File: config.mk
export PLATFORM = sky130hd
export DESIGN_NAME = word_selector
export DESIGN_NICKNAME = d
export VERILOG_FILES = /design/src/rtl/word_selector.sv
export SDC_FILE = /design/constraint.sdc
export NUM_CORES = 1
export LEC_CHECK = 0
export CORE_MARGIN = 4
export CORE_UTILIZATION = 54
export DETAILED_ROUTE_END_ITERATION = 12
export GPL_TIMING_DRIVEN = 0
export PLACE_DENSITY = 0.8
export SETUP_SLACK_MARGIN = 0.5
export SLEW_MARGIN = 15
export SYNTH_ARGS = -nofsm -noshare
export SYNTH_HDL_FRONTEND = slang
export SYNTH_SLANG_ARGS = --single-unit
File: constraint.sdc
create_clock -name clock -period 2.4 [get_ports clock]
set_clock_uncertainty 0.2 [all_clocks]
set_input_delay 0.36 -clock clock [delete_from_list [all_inputs] [get_ports clock]]
set_output_delay 0.36 -clock clock [all_outputs]
set_load 0.1 [all_outputs]
File: src/rtl/word_selector.sv
// Hangman secret-word picker: free-running XNOR LFSR feeds a rejection-sampling
// FSM that selects one of NUM_WORDS 4-letter entries and holds it with a valid flag.
module word_selector #(
  parameter int unsigned           LFSR_WIDTH = 8,
  parameter logic [LFSR_WIDTH-1:0] SEED       = '0,
  parameter int unsigned           NUM_WORDS  = 8,
  parameter bit                    NO_REPEAT  = 1'b1,
  parameter int unsigned           MAX_TRIES  = 16
) (
  input  logic       clock,
  input  logic       reset,
  input  logic       req,
  output logic       busy,
  output logic       valid,
  output logic [2:0] word_idx,
  output logic [5:0] letter1,
  output logic [5:0] letter2,
  output logic [5:0] letter3,
  output logic [5:0] letter4
);

  localparam int unsigned     IdxW      = (NUM_WORDS > 2) ? $clog2(NUM_WORDS) : 1;
  localparam int unsigned     TryW      = $clog2(MAX_TRIES + 1);
  localparam logic [TryW-1:0] LastTry   = TryW'(MAX_TRIES - 1);
  localparam logic [3:0]      NumWords4 = 4'(NUM_WORDS);
  localparam logic [2:0]      LastIdx   = 3'(NUM_WORDS - 1);

  typedef enum logic [1:0] {StIdle, StPick, StDone} state_e;

  state_e                  state_q, state_d;
  logic [TryW-1:0]         tries_q, tries_d;
  logic [2:0]              word_idx_q, word_idx_d;
  logic [23:0]             letters_q, letters_d;
  logic                    have_prev_q, have_prev_d;
  logic [LFSR_WIDTH-1:0]   lfsr_q, lfsr_d;
  logic                    lfsr_fb;

  logic [IdxW-1:0] cand;
  logic [2:0]      cand_idx;
  logic            in_range;
  logic            repeat_hit;
  logic            accept;
  logic            pick_done;
  logic [2:0]      fallback_idx;
  logic [2:0]      pick_idx;

  // Letter code = 0x0A + (letter - 'A'), packed letter1 in the top six bits.
  function automatic logic [23:0] word_letters(input logic [2:0] idx);
    logic [23:0] w;
    unique case (idx)
      3'd0:    w = {6'h1C, 6'h1D, 6'h0A, 6'h22};  // STAY
      3'd1:    w = {6'h0D, 6'h0A, 6'h1B, 6'h17};  // DARN
      3'd2:    w = {6'h15, 6'h12, 6'h0F, 6'h0E};  // LIFE
      3'd3:    w = {6'h11, 6'h0E, 6'h0A, 6'h0D};  // HEAD
      3'd4:    w = {6'h13, 6'h1E, 6'h16, 6'h19};  // JUMP
      3'd5:    w = {6'h20, 6'h18, 6'h15, 6'h0F};  // WOLF
      3'd6:    w = {6'h1A, 6'h1E, 6'h12, 6'h23};  // QUIZ
      default: w = {6'h0B, 6'h18, 6'h21, 6'h22};  // BOXY
    endcase
    return w;
  endfunction

  // XNOR feedback: the all-ones state is the lock-up point, so SEED must avoid it.
  if (LFSR_WIDTH == 4) begin : g_taps4
    assign lfsr_fb = ~(lfsr_q[3] ^ lfsr_q[2]);
  end else if (LFSR_WIDTH == 8) begin : g_taps8
    assign lfsr_fb = ~(lfsr_q[7] ^ lfsr_q[5] ^ lfsr_q[4] ^ lfsr_q[3]);
  end else begin : g_taps16
    assign lfsr_fb = ~(lfsr_q[15] ^ lfsr_q[13] ^ lfsr_q[12] ^ lfsr_q[10]);
  end

  assign lfsr_d = {lfsr_q[LFSR_WIDTH-2:0], lfsr_fb};

  always_comb begin
    cand         = lfsr_q[IdxW-1:0];
    cand_idx     = 3'(cand);
    in_range     = {1'b0, cand_idx} < NumWords4;
    repeat_hit   = NO_REPEAT && have_prev_q && (cand_idx == word_idx_q);
    accept       = in_range && !repeat_hit;
    pick_done    = accept || (tries_q == LastTry);
    fallback_idx = (word_idx_q == LastIdx) ? 3'd0 : word_idx_q + 3'd1;
    pick_idx     = accept ? cand_idx : fallback_idx;
  end

  always_comb begin
    state_d     = state_q;
    tries_d     = tries_q;
    word_idx_d  = word_idx_q;
    letters_d   = letters_q;
    have_prev_d = have_prev_q;
    unique case (state_q)
      StIdle, StDone: begin
        if (req) begin
          state_d = StPick;
          tries_d = '0;
        end
      end
      StPick: begin
        // req is deliberately ignored here; it is not queued.
        if (pick_done) begin
          state_d     = StDone;
          word_idx_d  = pick_idx;
          letters_d   = word_letters(pick_idx);
          have_prev_d = 1'b1;
        end else begin
          tries_d = tries_q + TryW'(1);
        end
      end
      default: state_d = StIdle;
    endcase
  end

  always_ff @(posedge clock) begin
    if (reset) begin
      state_q     <= StIdle;
      tries_q     <= '0;
      word_idx_q  <= '0;
      letters_q   <= '0;
      have_prev_q <= 1'b0;
      lfsr_q      <= SEED;
    end else begin
      state_q     <= state_d;
      tries_q     <= tries_d;
      word_idx_q  <= word_idx_d;
      letters_q   <= letters_d;
      have_prev_q <= have_prev_d;
      lfsr_q      <= lfsr_d;
    end
  end

  assign busy     = (state_q == StPick);
  assign valid    = (state_q == StDone);
  assign word_idx = word_idx_q;
  assign letter1  = letters_q[23:18];
  assign letter2  = letters_q[17:12];
  assign letter3  = letters_q[11:6];
  assign letter4  = letters_q[5:0];

endmodule

==> impl_metrics.yaml <==
route:
  remaining_drc_errors: 0
  wirelength_mm: 6.15
  post_drt_via_cell_ratio: 5.97
  routed_len_inst_um: 16.9
  detail_route.iter0.violations: 244
  route.antenna.remaining_nets: 0
  firstDrtPassIters: 4
  route.vias.total: 2174
cells_and_area:
  drive_above_1_share_pct: 32.9
  area.growth.synth_to_final_pct: 38.8
  layout_commonest_cell: "sky130_fd_sc_hd__dfxtp_1"
  fillers: 254
  final_design_area_no_fill_sq_mm: 0.00300
  insertedDiodeCount: 0
  finish.net_count: 322
  layout.cells.most_common_list: "35 x sky130_fd_sc_hd__dfxtp_1, 27 x sky130_fd_sc_hd__nor2_1, 26 x sky130_fd_sc_hd__clkdlybuf4s15_2"
power_and_ir_drop:
  ir_drop_mv: 0.504
  power.density_cell_area_mw_per_mm2: 635
  power.static_leakage_uw: 0.00106
yosys:
  synth_top_family_by_area: "simple AND/OR/NAND/NOR gates"
  synth_seq_area_share_pct: 38.9
  post_synth_mux_area_share_pct: 1.45
  postSynthRegisterBits: 42
  synthesis.area_sq_mm: 0.00216
  synthArstFlopShare_pct: 0
  postSynth.topFlopCell: "sky130_fd_sc_hd__dfxtp_1"
  yosys.area_share.simple_pct: 28.7
  synth_xor_xnor_area_share_pct: 4.81
  synth_area_per_cell_sq_um: 8.18
  syn_inst: 264
  number_of_distinct_library_cells_after_synthesis: 48
  adder_and_majority_cell_fraction_of_the_synthesized_area_pct: 2.32
  yosys_warnings: 0
  synth-edff-count: 0
  synth_nets: 271
  compound_cell_area_share_of_the_yosys_netlist_pct: 17.3
timing:
  layout_min_cycle_time_ps: 1980
  final-hold-violation-count: 0
  rsz0062_at_grt: "true"
  drv_slew: 0
  post-route-worst-setup-slack_ps: 421
  report.final.setup_viol: 0
  timing_worst_slew_pin_value_ps: 589
  worst_slew_margin_rel_pct: 60.7
  finalCritPeriodShare_pct: 82.5
  fmaxAchievable_mhz: 505
global_route:
  number_of_global_route_vias_before_repair: 2061
  globalRouteTotalUtil_pct: 24.8
  number_of_antenna_violations_at_the_first_check_in_global_routing: 0
  grt-ovfl-total: 0
  grt_first_pass_wirelength_mm: 10.0
  pin_count_of_the_biggest_net_entering_global_routing: 14
clocking:
  cts.clk_slew.worst_paths_ps: 80
  htreeDepth: 2
  cts.sinks: 42
  clock_insertion_delay_worst_skew_ps: 300
  holdBufCountCts: 0
  num_cts_buffers: 5
  clock_path_buffers: 2
  tritoncts: "built"
  clock-root-buffer: "sky130_fd_sc_hd__clkbuf_8"
placement:
  detailed_place_hpwl_mm: 3.98
  gpl.final_weighted_congestion: 0.995
  buffer_ports.inserted: 30
  pre_cts_slack_ps: -350
  dpl-instance-area_sq_mm: 0.00259
setup_path:
  timing.reg2reg.setup_slack_ps: 420
  worstReg2RegEnd: "tries_q[4]$_SDFFE_PP0P_"
  worst_r2r_path_depth: 7
  worstPathRequired_ps: 1840
  worst-path-max-fanout: 10
  timing_worst_setup_path_type: "flop to output port"
  crit_path_end_kind: "output port"
  r2r-start: "word_idx[0]$_SDFFE_PP0P_"
  setup.worst_path.start_class: "flop"
  worst-endpoint-arrival_ps: 1420
floorplan:
  die_width_um: 71.2
  core_area_sq_mm: 0.00377
  floorplan.die_area_sq_mm: 0.00508
  initial_utilization_pct: 57.3
  placement_rows: 22
  die_height_um: 71.2
  i_o_pin_total: 32
flow_run:
  maxCapViolations: 0
hold_path:
  worstHoldEndpoint: "letters_q[22]$_SDFFE_PP0P_"
  holdCritStartpoint: "letters_q[22]$_SDFFE_PP0P_"
  whs_path_depth: 2
  hp-class: "flop to flop"
status:
  run_status: "complete, no violations"
==> cells in the mapped netlist, types with 2 or more instances <==
| cell type | number | area share, % |
|---|---|---|
| sky130_fd_sc_hd__mux2i_1 | 2 | 0.93 |
| sky130_fd_sc_hd__inv_1 | 3 | 0.52 |
| sky130_fd_sc_hd__a211oi_1 | 5 | 1.7 |
| sky130_fd_sc_hd__nor3_1 | 11 | 2.5 |
| sky130_fd_sc_hd__nand4_1 | 5 | 1.4 |
| sky130_fd_sc_hd__nand2_1 | 19 | 3.3 |
| sky130_fd_sc_hd__nand2b_1 | 13 | 3.8 |
| sky130_fd_sc_hd__buf_6 | 2 | 1.0 |
| sky130_fd_sc_hd__xor2_1 | 3 | 1.2 |
| sky130_fd_sc_hd__buf_2 | 7 | 1.6 |
| sky130_fd_sc_hd__o311ai_0 | 3 | 1.2 |
| sky130_fd_sc_hd__o21ai_0 | 3 | 0.70 |
| sky130_fd_sc_hd__a211o_1 | 2 | 0.81 |
| sky130_fd_sc_hd__nor2b_1 | 11 | 3.2 |
| sky130_fd_sc_hd__a31oi_1 | 3 | 0.87 |
| sky130_fd_sc_hd__or3_1 | 2 | 0.58 |
| sky130_fd_sc_hd__a22oi_1 | 2 | 0.70 |
| sky130_fd_sc_hd__xnor2_1 | 7 | 2.8 |
| sky130_fd_sc_hd__nor3b_1 | 2 | 0.70 |
| sky130_fd_sc_hd__nand3_1 | 19 | 4.4 |
| sky130_fd_sc_hd__a21oi_1 | 21 | 4.9 |
| sky130_fd_sc_hd__dfxtp_1 | 42 | 39 |
| sky130_fd_sc_hd__a311oi_1 | 5 | 2.0 |
| sky130_fd_sc_hd__o211ai_1 | 4 | 1.4 |
| sky130_fd_sc_hd__clkbuf_1 | 13 | 2.3 |
| sky130_fd_sc_hd__nor2_1 | 29 | 5.0 |
| sky130_fd_sc_hd__buf_4 | 2 | 0.70 |
| sky130_fd_sc_hd__ha_1 | 4 | 2.3 |
==> flip-flops by register name, summed over array words and instances (netlist names) <==
name         cells
state_q          2
letters_q       23
word_idx         3
lfsr_q           8
have_prev_q      1
tries_q          5
==> logic make-up (layout without fill, tap and decap cells) <==
| group | Yosys count | after routing |
|---|---|---|
| and+or+nand+nor | 119 | 119 |
| xor gates and xnor gates | 11 | 11 |
| AOI/OAI and AO/OA | 56 | 56 |
| adders and majority gates | 4 | 4 |
| muxes | 3 | 3 |
| other | 1 | 1 |
| buffers and inverters | 28 | 80 |
| DFF | 42 | 42 |
==> layout make-up <==
class / count / area (sq um) / share of cell area (%)
clock inverter: 2 / 11.3 / 0.376
inverter: 3 / 11.3 / 0.376
clock buffer: 6 / 82.6 / 2.76
sequential: 42 / 857 / 28.6
timing repair buffer: 44 / 457 / 15.2
buffer: 25 / 193 / 6.43
multi-input combinational: 194 / 1330 / 44.2
tap: 48 / 60.1 / 2.00
==> worst max-delay path, cell delays in order, from the launching register on <==
cell and delay [ps]:
sky130_fd_sc_hd__dfxtp_1 310, sky130_fd_sc_hd__nand2b_1 120, sky130_fd_sc_hd__buf_2 200, sky130_fd_sc_hd__inv_2 140, sky130_fd_sc_hd__buf_6 170, sky130_fd_sc_hd__buf_12 180
==> metal layers <==
metal  track usage [%]  vias to the layer above  part of all wire (%)
met5                 0                        -                     0
met4              10.4                        0                   2.8
met3              5.19                       22                   6.5
met2              40.6                       89                    48
met1              31.6                     1025                    43
li1                  -                     1038                     -
==> timing repair <==
action / in CTS / in global routing
endpoints found under the setup margin: 59 / 32
cloned: 0 / 1
hold endpoints to repair: 0 / 0
gates resized for setup: 106 / 37
setup buffers: 8 / 5
pin swaps: 8 / 5
==> metrics by stage <==
step	util (%)	cells	hold slack [ps]	power [uW]	setup TNS, ps
global route	79.5	364	283	1970	0
detailed placement	68.8	342	245	1370	-350
floorplan	-	264	214	1240	0
CTS	75.3	358	256	1860	0
global placement	68.8	342	229	1360	-344
finish	79.5	364	258	1900	0
==> how the worst max path moves through the flow <==
stage               cells past startpoint                startpoint                         end  slack (ps)
floorplan                               7  word_idx[0]$_SDFFE_PP0P_  letters_q[14]$_SDFFE_PP0P_         350
global placement                        5   state_q[1]$_SDFFE_PP0P_                        busy        -340
detailed placement                      5   state_q[1]$_SDFFE_PP0P_                        busy        -350
CTS                                     5   state_q[1]$_SDFFE_PP0P_                        busy         290
global route                            7  word_idx[1]$_SDFFE_PP0P_   letters_q[4]$_SDFFE_PP0P_         350
finish                                  5   state_q[1]$_SDFFE_PP0P_                        busy         420
==> power breakdown <==
part | leakage (uW) | internal (uW) | switching [uW] | total [uW]
clock network | 0.0000515 | 232 | 255 | 487
logic | 0.000662 | 198 | 457 | 655
registers | 0.000347 | 736 | 26.0 | 762
Note: power is estimated with default switching activity, not from simulation.
